`src/rtl/uart_pkg.sv`:
```
// uart_pkg: state encodings and baud defaults shared by the UART TX and RX blocks
package uart_pkg;
  typedef enum logic [2:0] {IDLE, START, DATA, STOP, WAIT_HIGH} rx_state_t;
  localparam int DEF_DATA_WIDTH = 8;
  localparam int DEF_CLKS_PER_BIT = 104;
endpackage

```
`src/rtl/uart_sync.sv`:
```
// uart_sync: 2-flop synchroniser with a configurable reset value
module uart_sync #(
  parameter logic RST_VAL = 1'b1
) (
  input  logic clk,
  input  logic rst_n,
  input  logic d,
  output logic q
);
  logic meta;
  always_ff @(posedge clk or negedge rst_n)
    if (!rst_n) {q, meta} <= {RST_VAL, RST_VAL};
    else {q, meta} <= {meta, d};
endmodule

```
`src/rtl/uart_rx.sv`:
```
// uart_rx: 8N1 serial receiver presenting each byte on a single-entry valid/ready output
module uart_rx
  import uart_pkg::*;
#(
  parameter int DATA_WIDTH = DEF_DATA_WIDTH,
  parameter int CLKS_PER_BIT = DEF_CLKS_PER_BIT
) (
  input  logic                  clk,
  input  logic                  rst_n,
  input  logic                  rx_en,
  input  logic                  ftdi_rx,
  output logic [DATA_WIDTH-1:0] rx_byte,
  output logic                  rx_valid,
  input  logic                  rx_ready,
  output logic                  frame_err,
  output logic                  overrun_err
);
  localparam int CW = $clog2(CLKS_PER_BIT);
  localparam int IW = $clog2(DATA_WIDTH + 1);
  localparam logic [CW-1:0] HALF_LAST = CW'(CLKS_PER_BIT / 2 - 1);
  localparam logic [CW-1:0] BIT_LAST = CW'(CLKS_PER_BIT - 1);
  localparam logic [IW-1:0] IDX_LAST = IW'(DATA_WIDTH - 1);
  rx_state_t state;
  logic [CW-1:0] cnt;
  logic [IW-1:0] idx;
  logic [DATA_WIDTH-1:0] shift;
  logic rxs;
  uart_sync #(.RST_VAL(1'b1)) u_sync (.clk(clk), .rst_n(rst_n), .d(ftdi_rx), .q(rxs));
  // LSB arrives first, so shifting in from the top leaves bit 0 in place after the last sample
  always_ff @(posedge clk or negedge rst_n)
    if (!rst_n) begin
      state <= WAIT_HIGH;
      cnt <= '0;
      idx <= '0;
      shift <= '0;
      rx_byte <= '0;
      rx_valid <= 1'b0;
      frame_err <= 1'b0;
      overrun_err <= 1'b0;
    end else begin
      frame_err <= 1'b0;
      overrun_err <= 1'b0;
      if (rx_valid && rx_ready) rx_valid <= 1'b0;
      if (!rx_en) state <= WAIT_HIGH;
      else
        case (state)
          WAIT_HIGH: if (rxs) state <= IDLE;
          IDLE: if (!rxs) begin
            state <= START;
            cnt <= '0;
          end
          START: if (cnt == HALF_LAST) begin
            state <= rxs ? IDLE : DATA;
            cnt <= '0;
            idx <= '0;
          end else cnt <= cnt + 1'b1;
          DATA: if (cnt == BIT_LAST) begin
            shift <= {rxs, shift[DATA_WIDTH-1:1]};
            cnt <= '0;
            idx <= idx + 1'b1;
            if (idx == IDX_LAST) state <= STOP;
          end else cnt <= cnt + 1'b1;
          STOP: if (cnt == BIT_LAST) begin
            cnt <= '0;
            if (!rxs) begin
              frame_err <= 1'b1;
              state <= WAIT_HIGH;
            end else begin
              state <= IDLE;
              if (rx_valid && !rx_ready) overrun_err <= 1'b1;
              else begin
                rx_byte <= shift;
                rx_valid <= 1'b1;
              end
            end
          end else cnt <= cnt + 1'b1;
          default: state <= WAIT_HIGH;
        endcase
    end
endmodule

```
`config.mk`:
```
export PLATFORM = sky130hd
export DESIGN_NAME = uart_rx
export DESIGN_NICKNAME = d
export VERILOG_FILES = /design/src/rtl/uart_pkg.sv /design/src/rtl/uart_sync.sv /design/src/rtl/uart_rx.sv
export SDC_FILE = /design/constraint.sdc
export NUM_CORES = 1
export LEC_CHECK = 0
export CORE_AREA = 2 2 65 67
export CTS_CLUSTER_SIZE = 8
export DETAILED_ROUTE_END_ITERATION = 16
export DIE_AREA = 0 0 67 69
export SLEW_MARGIN = 20
export SYNTH_ARGS = -nofsm -noshare
export SYNTH_HDL_FRONTEND = slang
export SYNTH_HIERARCHICAL = 1
export SYNTH_SLANG_ARGS = --single-unit
```
`constraint.sdc`:
```
create_clock -name clk -period 2.5 [get_ports clk]
set_input_delay 0.625 -clock clk [delete_from_list [all_inputs] [get_ports clk]]
set_output_delay 0.625 -clock clk [all_outputs]
set_load 0.05 [all_outputs]
```
==> flow_summary.ini, run 1 <==
[job]
drv_cap = 0

[clock_tree]
ctsResizeCount = 0
cts_root_buf = clkbuf_8
cts.sinks = 35
insertion_delay_ps = 280
cts_buffer_depth = 2
clk_pin_slew_ps = 70
cts_buffers = 5
cts_setup_buffers = 0
cts_max_level = 2
hold_buffers = 0
cts_tree = built

[floorplan]
num_rows = 23
start_util_pct = 43.0
die_w_um = 67
die_area_um2 = 4620
io_pins = 16
coreArea_um2 = 3910
dieHeight_um = 69

[final_layout]
area_growth_pct = 20.9
drive_gt1_share_pct = 24.0
final_common_cell = dfrtp_1
fin_nets = 177
stdcell_count = 221
fin_util_pct = 52.0
diodes = 0
layout_common_cells = dfrtp_1, nand2_1, clkdlybuf4s50_1

[synth]
syn-num-nets = 153
synthCells = 146
synthTopCellsByArea = dfrtp_1, mux2_2, dfstp_2, mux2_4, nand2_1
synthFlopType = dfrtp_1
synth_cell_types = 43
yosys_warnings = 6
synth_top_area_share_pct = 47.5
ys_ff_latch = 35
yosysTopAreaCell = dfrtp_1
synth-edff-count = 0
async_flop_share_pct = 100
yosysSeqAreaShare_pct = 52.2
syn_area_per_cell_um2 = 11.5
syn_area_um2 = 1680

[routing]
wirelength_mm = 3.21
wl_per_cell_um = 14.5
vias_per_cell = 5.46
drt_first_pass_iters = 4
via_count = 1206
final_antenna_net_count = 0
drtIter0Drc = 90
drcViolationCount = 0

[timing]
clock_skew_ps = 5.15
fin_ws_ps = 293
fin_crit_sh_pct = 88.3
whs_ps = 357
rsz0062_at_grt = false
max_freq_mhz = 453
maxSlewHeadroom_pct = 66.1
tightest_slew_ps = 507
slew_viol_final = 0
finalCriticalPeriod_ps = 2210
final-setup-viol-count = 0
hold_viol = 0

[power_and_ir_drop]
combPwrFrac_pct = 7.4
p_int_w = 0.000969
p_clk_share_pct = 41.5
power_leakage_nw = 0.924
p_sw_w = 0.000289
ir_worst_vdd_mv = 0.316
power_density_nw_per_um2 = 618
seq_power_share_pct = 51.1
swShare_pct = 23.0

[grt]
antenna_found_initial = 0
grt_pass1_wl_mm = 5.56
grt_pass1_vias = 1219
grt_overflow_total = 0
grt_max_degree = 36
grt_util_all_layers_pct = 15.6

[critical_path]
crit_path_start = rx_en
slowest_stage = clkdlybuf4s50_1
arrival_ps = 2400
reg2reg_from = cnt[0]$_DFFE_PN0P_
endpoint_kind = flop
worstPathMaxFanout = 15
start_kind = input port
cp_slowest_stage_delay_ps = 510
critPathKind = in2reg
critPathBufInv = 2
crit_required_ps = 2700
path_cells = clkdlybuf4s50_1, or2b_1, or4_1, buf_4, and2_1, o211ai_1
critical_path.endpoint = idx[3]$_DFFE_PN0P_
r2r_slack_ps = 400
critPathTopFamily = simple AND/OR/NAND/NOR gates
r2r_cells = 6
worstReg2RegEnd = rx_byte[0]$_DFFE_PN0P_
path_depth = 6

[hold_path]
hp-start = u_sync/meta$_DFF_PN1_
min-delay-path-class = reg2reg

[placement]
post-place-ws_ps = -6.04
gp_congestion = 0.827
numPortBuffers = 15
dpl.hpwl_mm = 2.26
dp.cells = 213

[run_status]
outcome = completed
-- flip-flops by register name, summed over array words and instances, names as in the netlist --
register     flops
cnt              7
u_sync/meta      1
state            3
frame_err        1
overrun_err      1
u_sync/q         1
rx_byte          8
shift            8
rx_valid         1
idx              4
-- metal layers --
layer | wire [µm] | GRT usage [%] | vias to the layer above
met5 | 0 | 0 | -
met4 | 46 | 5.44 | 0
met3 | 128 | 4.89 | 5
met2 | 1600 | 25.5 | 19
met1 | 1440 | 19.2 | 599
li1 | - | - | 583
-- final cells by class --
type / instances / area, µm²
fillers: 364 / 1880
flip-flops and latches: 35 / 880
multi-input cells: 102 / 758
repair buffers: 22 / 203
clock buffers: 6 / 82.6
well taps: 50 / 62.6
clock inverters: 2 / 35.0
inverters: 4 / 15.0
-- metrics by stage --
stage / power (W) / setup TNS, ps / instance area [µm²]
6_report: 0.00126 / 0 / 2040
5_1_grt: 0.00132 / 0 / 2040
4_1_cts: 0.00128 / 0 / 2040
3_5_place_dp: 0.000746 / -6.04 / 1920
3_3_place_gp: 0.000740 / 0 / 1920
2_1_floorplan: 0.000704 / 0 / 1680
-- cells by family after synthesis --
group / after synthesis / share of synthesized area [%]
simple gates: 56 / 20.4
flops: 35 / 52.2
mux: 16 / 11.6
fa+ha+maj: 2 / 1.49
compound gates: 28 / 11.5
buf+inv: 9 / 2.75
-- synth_stat cells, types with 2 or more instances --
cell type	n
or3_1	3
inv_1	4
o2bb2ai_1	2
nor3_1	2
nor2_1	6
nand3_1	8
ha_1	2
dfrtp_1	32
nand2b_1	3
mux2_4	4
nand4_1	3
o211ai_1	5
a211oi_1	2
o21a_1	2
nor2b_1	2
mux2_2	12
dfstp_2	3
nand3b_4	2
clkbuf_1	2
nand2_1	15
o221ai_1	2
a21oi_1	2
o21ai_0	8
-- power by group through the flow --
stage                     registers, W  logic [W]  clock network (W)
after floorplan               0.000639  0.0000643                  0
after global placement        0.000650  0.0000909                  0
after detailed placement      0.000651  0.0000952                  0
after CTS                     0.000641  0.0000951           0.000539
after global routing          0.000647   0.000107           0.000570
final                         0.000642  0.0000932           0.000522
-- worst min path at each step --
stage,endpoint,cells after the start
finish,u_sync/q$_DFF_PN1_,0
global route,u_sync/q$_DFF_PN1_,0
CTS,u_sync/q$_DFF_PN1_,0
detailed placement,u_sync/q$_DFF_PN1_,0
global placement,u_sync/q$_DFF_PN1_,0
floorplan,cnt[0]$_DFFE_PN0P_,0
(Power assumes the default switching activity.)
==> run 2, diff against run 1 <==
CTS_BUF_LIST = sky130_fd_sc_hd__clkbuf_16   (was not set)
==> run 2 against run 1 <==
Compared with the run above: worst hold slack lost 2.5 ps; first-iteration DRC count shrank 13%; non-clock buffer count is the same; setup slack lost 6.7 ps; die area is the same; register-to-register slack is essentially flat; via count shrank 0.25%; core utilization grew 1.2 points; critical path type unchanged.
==> flow_summary.ini, run 2 (same netlist as run 1, synthesis figures left out) <==
[timing]
whs_ps = 354
fin_crit_sh_pct = 88.6
max_freq_mhz = 452
slew_viol_final = 0
final-setup-viol-count = 0
hold_viol = 0
tightest_slew_ps = 509
clock_skew_ps = 3.16
finalCriticalPeriod_ps = 2210
maxSlewHeadroom_pct = 65.9
rsz0062_at_grt = false

[critical_path]
worstPathMaxFanout = 15
crit_required_ps = 2690
start_kind = input port
r2r_cells = 6
reg2reg_from = cnt[0]$_DFFE_PN0P_
slowest_stage = clkdlybuf4s50_1
cp_slowest_stage_delay_ps = 500
r2r_slack_ps = 400
critPathKind = in2reg
arrival_ps = 2400
path_cells = clkdlybuf4s50_1, or2b_1, or4_1, buf_4, and2_1, o211ai_1
endpoint_kind = flop
worstReg2RegEnd = rx_byte[0]$_DFFE_PN0P_

[routing]
wl_per_cell_um = 14.7
via_count = 1203
drtIter0Drc = 78
wirelength_mm = 3.25
vias_per_cell = 5.44
drcViolationCount = 0
final_antenna_net_count = 0
drt_first_pass_iters = 4

[clock_tree]
cts_root_buf = clkbuf_16
ctsResizeCount = 0
insertion_delay_ps = 270
cts.sinks = 35
hold_buffers = 0
cts_max_level = 2
clk_pin_slew_ps = 60
cts_buffer_depth = 2
cts_tree = built
cts_setup_buffers = 0
cts_buffers = 5

[floorplan]
dieHeight_um = 69
start_util_pct = 43.0
num_rows = 23
die_w_um = 67
die_area_um2 = 4620
coreArea_um2 = 3910
io_pins = 16

[final_layout]
fin_nets = 177
fillCellCount = 356
area_growth_pct = 23.6
drive_gt1_share_pct = 23.4
diodes = 0
final_common_cell = dfrtp_1
top_regs = rx_byte x8, shift x8, cnt x7
design_area_um2 = 2080
layout_common_cells = dfrtp_1, nand2_1, clkdlybuf4s50_1

[grt]
grt_pass1_wl_mm = 5.60
grt_util_all_layers_pct = 15.9
grt_max_degree = 36
grt_overflow_total = 0
grt_pass1_vias = 1212
antenna_found_initial = 0

[job]
drv_cap = 0

[power_and_ir_drop]
finalPower_w = 0.00143
power_density_nw_per_um2 = 686
power_leakage_nw = 0.944
ir_worst_vdd_mv = 0.426

[placement]
post_dp_cell_area_um2 = 1920
gp_congestion = 0.827
dpl.hpwl_mm = 2.26
numPortBuffers = 15

[hold_path]
min_path_cells = 0
min-delay-path-class = reg2reg
min_to = u_sync/q$_DFF_PN1_
hp-start = u_sync/meta$_DFF_PN1_

[run_status]
outcome = completed
run 2: per-stage QoR:
step           instances  TNS (ps)  util, %  worst slack (ps)
2_1_floorplan        146         0        -               453
3_3_place_gp         213         0     49.0              40.0
3_5_place_dp         213     -6.04     49.0             -6.04
4_1_cts              221         0     53.2               277
5_1_grt              221         0     53.2               211
6_report             221         0     53.2               286
run 2: cell type report:
type / instances / area, µm² / share of cell area (%)
inverter: 4 / 15.0 / 0.721
clock inverter: 3 / 38.8 / 1.86
timing repair buffer: 22 / 203 / 9.74
sequential: 35 / 880 / 42.2
multi-input combinational: 102 / 758 / 36.4
clock buffer: 5 / 125 / 6.01
tap: 50 / 62.6 / 3.00
run 2: worst max-delay path, delay by kind of cell:
kind	cells	cell delay (ps)
buffers and inverters	2	710
AOI/OAI and AO/OA	1	180
and+or+nand+nor	3	890
run 2: where the power goes:
part / total, W / internal [W] / switching, W
clock network: 0.000692 / 0.000464 / 0.000227
logic: 0.0000931 / 0.0000495 / 0.0000437
registers: 0.000643 / 0.000598 / 0.0000455
run 2: per-layer routing:
layer / routed length [µm] / track usage [%] / vias up / share of wire [%]
li1: - / - / 582 / -
met1: 1500 / 19.7 / 602 / 46
met2: 1600 / 25.4 / 14 / 49
met3: 97 / 4.89 / 5 / 3.0
met4: 59 / 6.12 / 0 / 1.8
met5: 0 / 0 / - / 0
run 2: how the worst max path moves through the flow:
stage | startpoint | depth (start not counted) | endpoint
floorplan | rx_en | 5 | shift[4]$_DFFE_PN0P_
global placement | rx_en | 5 | shift[4]$_DFFE_PN0P_
detailed placement | rx_en | 6 | idx[3]$_DFFE_PN0P_
CTS | rx_en | 6 | idx[3]$_DFFE_PN0P_
global route | rx_en | 6 | idx[3]$_DFFE_PN0P_
finish | rx_en | 6 | idx[3]$_DFFE_PN0P_
==> run 3, diff against run 2 <==
PLACE_DENSITY = 0.65   (was not set)
SETUP_SLACK_MARGIN = 0.15   (was not set)
clock period = 2.02 ns   (was 2.5 ns; I/O delays follow)
==> run 3 against run 2 <==
Compared with the run above: design area increased by 4.8%; sequential power increased by 24%; sequential share of layout area decreased by 1.8 points; combinational power increased by 33%; global-route usage increased by 0.42 points; wire length increased by 1.0%; register-to-register slack got worse by 180 ps; clock power increased by 25%; via count increased by 2.4%; final cell count increased by 4.1%; non-clock buffer count increased by 8; critical path type unchanged.
==> flow_summary.ini, run 3 (same netlist as run 1, synthesis figures left out) <==
[critical_path]
cp_slowest_stage_delay_ps = 640
reg2reg_from = cnt[0]$_DFFE_PN0P_
critPathBufInv = 1
critPathTopFamily = simple AND/OR/NAND/NOR gates
path_cells = dlygate4sd2_1, or2b_4, or4_4, mux2_4
worstPathMaxFanout = 8
endpoint_kind = flop
r2r_slack_ps = 220
crit_required_ps = 2180
slowest_stage = or4_4
arrival_ps = 1980
critPathKind = in2reg
start_kind = input port
path_depth = 4
r2r_cells = 6
worstReg2RegEnd = rx_byte[6]$_DFFE_PN0P_

[final_layout]
final_common_cell = dfrtp_1
top_regs = rx_byte x8, shift x8, cnt x7
area_growth_pct = 29.6
fin_util_pct = 55.8
drive_gt1_share_pct = 32.2
layout_common_cells = dfrtp_1, nand2_1, buf_4
fin_nets = 186
diodes = 0

[floorplan]
coreArea_um2 = 3910
start_util_pct = 43.0
die_area_um2 = 4620
io_pins = 16
die_w_um = 67
num_rows = 23
dieHeight_um = 69

[timing]
maxSlewHeadroom_pct = 66.8
finalCriticalPeriod_ps = 1810
clock_skew_ps = 2.90
hold_viol = 0
rsz0062_at_grt = true
max_freq_mhz = 551
whs_ps = 359
slew_viol_final = 0
fin_crit_sh_pct = 89.8
final-setup-viol-count = 0
tightest_slew_ps = 500

[power_and_ir_drop]
ir_worst_vdd_mv = 0.477
power_density_nw_per_um2 = 820
p_int_w = 0.00139
p_sw_w = 0.000400
p_clk_share_pct = 48.4
swShare_pct = 22.4
finalPower_w = 0.00179
combPwrFrac_pct = 6.9
seq_power_share_pct = 44.7
power_leakage_nw = 1.05

[hold_path]
min-delay-path-class = reg2reg
min_to = u_sync/q$_DFF_PN1_
min_path_cells = 0
hp-start = u_sync/meta$_DFF_PN1_

[clock_tree]
clk_pin_slew_ps = 50
hold_buffers = 0
cts_root_buf = clkbuf_16
insertion_delay_ps = 280
cts_buffers = 5
cts_tree = built
cts_max_level = 2
cts_buffer_depth = 2
cts.sinks = 35

[grt]
grt_pass1_wl_mm = 5.69
grt_overflow_total = 0
grt_pass1_vias = 1240
grt_util_all_layers_pct = 16.3
antenna_found_initial = 0
grt_max_degree = 36

[routing]
drcViolationCount = 0
vias_per_cell = 5.36
wirelength_mm = 3.29
drt_first_pass_iters = 4
final_antenna_net_count = 0
wl_per_cell_um = 14.3
drtIter0Drc = 35
via_count = 1232

[run_status]
outcome = completed

[placement]
dpl.hpwl_mm = 2.21
numPortBuffers = 15
gp_congestion = 0.807

[job]
drv_cap = 0
## run 3: cell count changes in the layout (fill, tap and decap cells not counted), sizes merged
cell	delta
clkdlybuf4s50	-12
dlygate4sd2	+12
buf	+8
or4	+1
## run 3: metrics by stage
step	area, µm²	setup TNS, ps	setup slack, ps	instances
floorplan	1710	0	136	146
global placement	1960	-3940	-253	216
detailed placement	1960	-4810	-332	216
CTS	2140	0	168	226
global route	2180	0	143	230
finish	2180	0	205	230
## run 3: how the worst max path moves through the flow
stage	start	endpoint	slack [ps]
3_5_place_dp	rx_en	idx[3]$_DFFE_PN0P_	-330
5_1_grt	cnt[0]$_DFFE_PN0P_	rx_byte[2]$_DFFE_PN0P_	140
3_3_place_gp	rx_en	idx[3]$_DFFE_PN0P_	-250
6_report	rx_en	shift[7]$_DFFE_PN0P_	210
2_1_floorplan	cnt[1]$_DFFE_PN0P_	shift[4]$_DFFE_PN0P_	140
4_1_cts	cnt[1]$_DFFE_PN0P_	shift[7]$_DFFE_PN0P_	170
## run 3: cell type report
cell class / count / area [µm²]
Fill cell: 351 / 1730
Sequential cell: 35 / 882
Multi-Input combinational cell: 103 / 802
Timing Repair Buffer: 30 / 251
Clock buffer: 5 / 125
Tap cell: 50 / 62.6
Clock inverter: 3 / 43.8
Inverter: 4 / 15.0
## run 3: worst register-to-register path, delay by kind of cell, from the launching register on
family / cells / cell delay (ps)
AND/OR/NAND/NOR: 3 / 570
multiplexers: 1 / 340
adder cells (fa/ha/maj): 1 / 190
flip-flops: 1 / 410
buffers and inverters: 1 / 180
## run 3: repair_timing
action	CTS	global route
gates resized for setup	16	5
cloned	1	0
pin swaps	3	2
buffers inserted	1	4
setup endpoints to repair	31	20
## run 3: per-layer routing
layer | share of wire (%) | up-vias | track usage [%]
met5 | 0 | - | 0
met4 | 1.9 | 0 | 8.16
met3 | 2.9 | 6 | 5.06
met2 | 48 | 15 | 25.1
met1 | 47 | 610 | 20.3
li1 | - | 601 | -
## run 3: power by group through the flow
stage               clock network [W]  registers, W   logic, W
global placement                    0      0.000804   0.000116
floorplan                           0      0.000793  0.0000805
CTS                          0.000882      0.000798   0.000124
finish                       0.000865      0.000799   0.000124
detailed placement                  0      0.000807   0.000122
global route                 0.000911      0.000805   0.000143
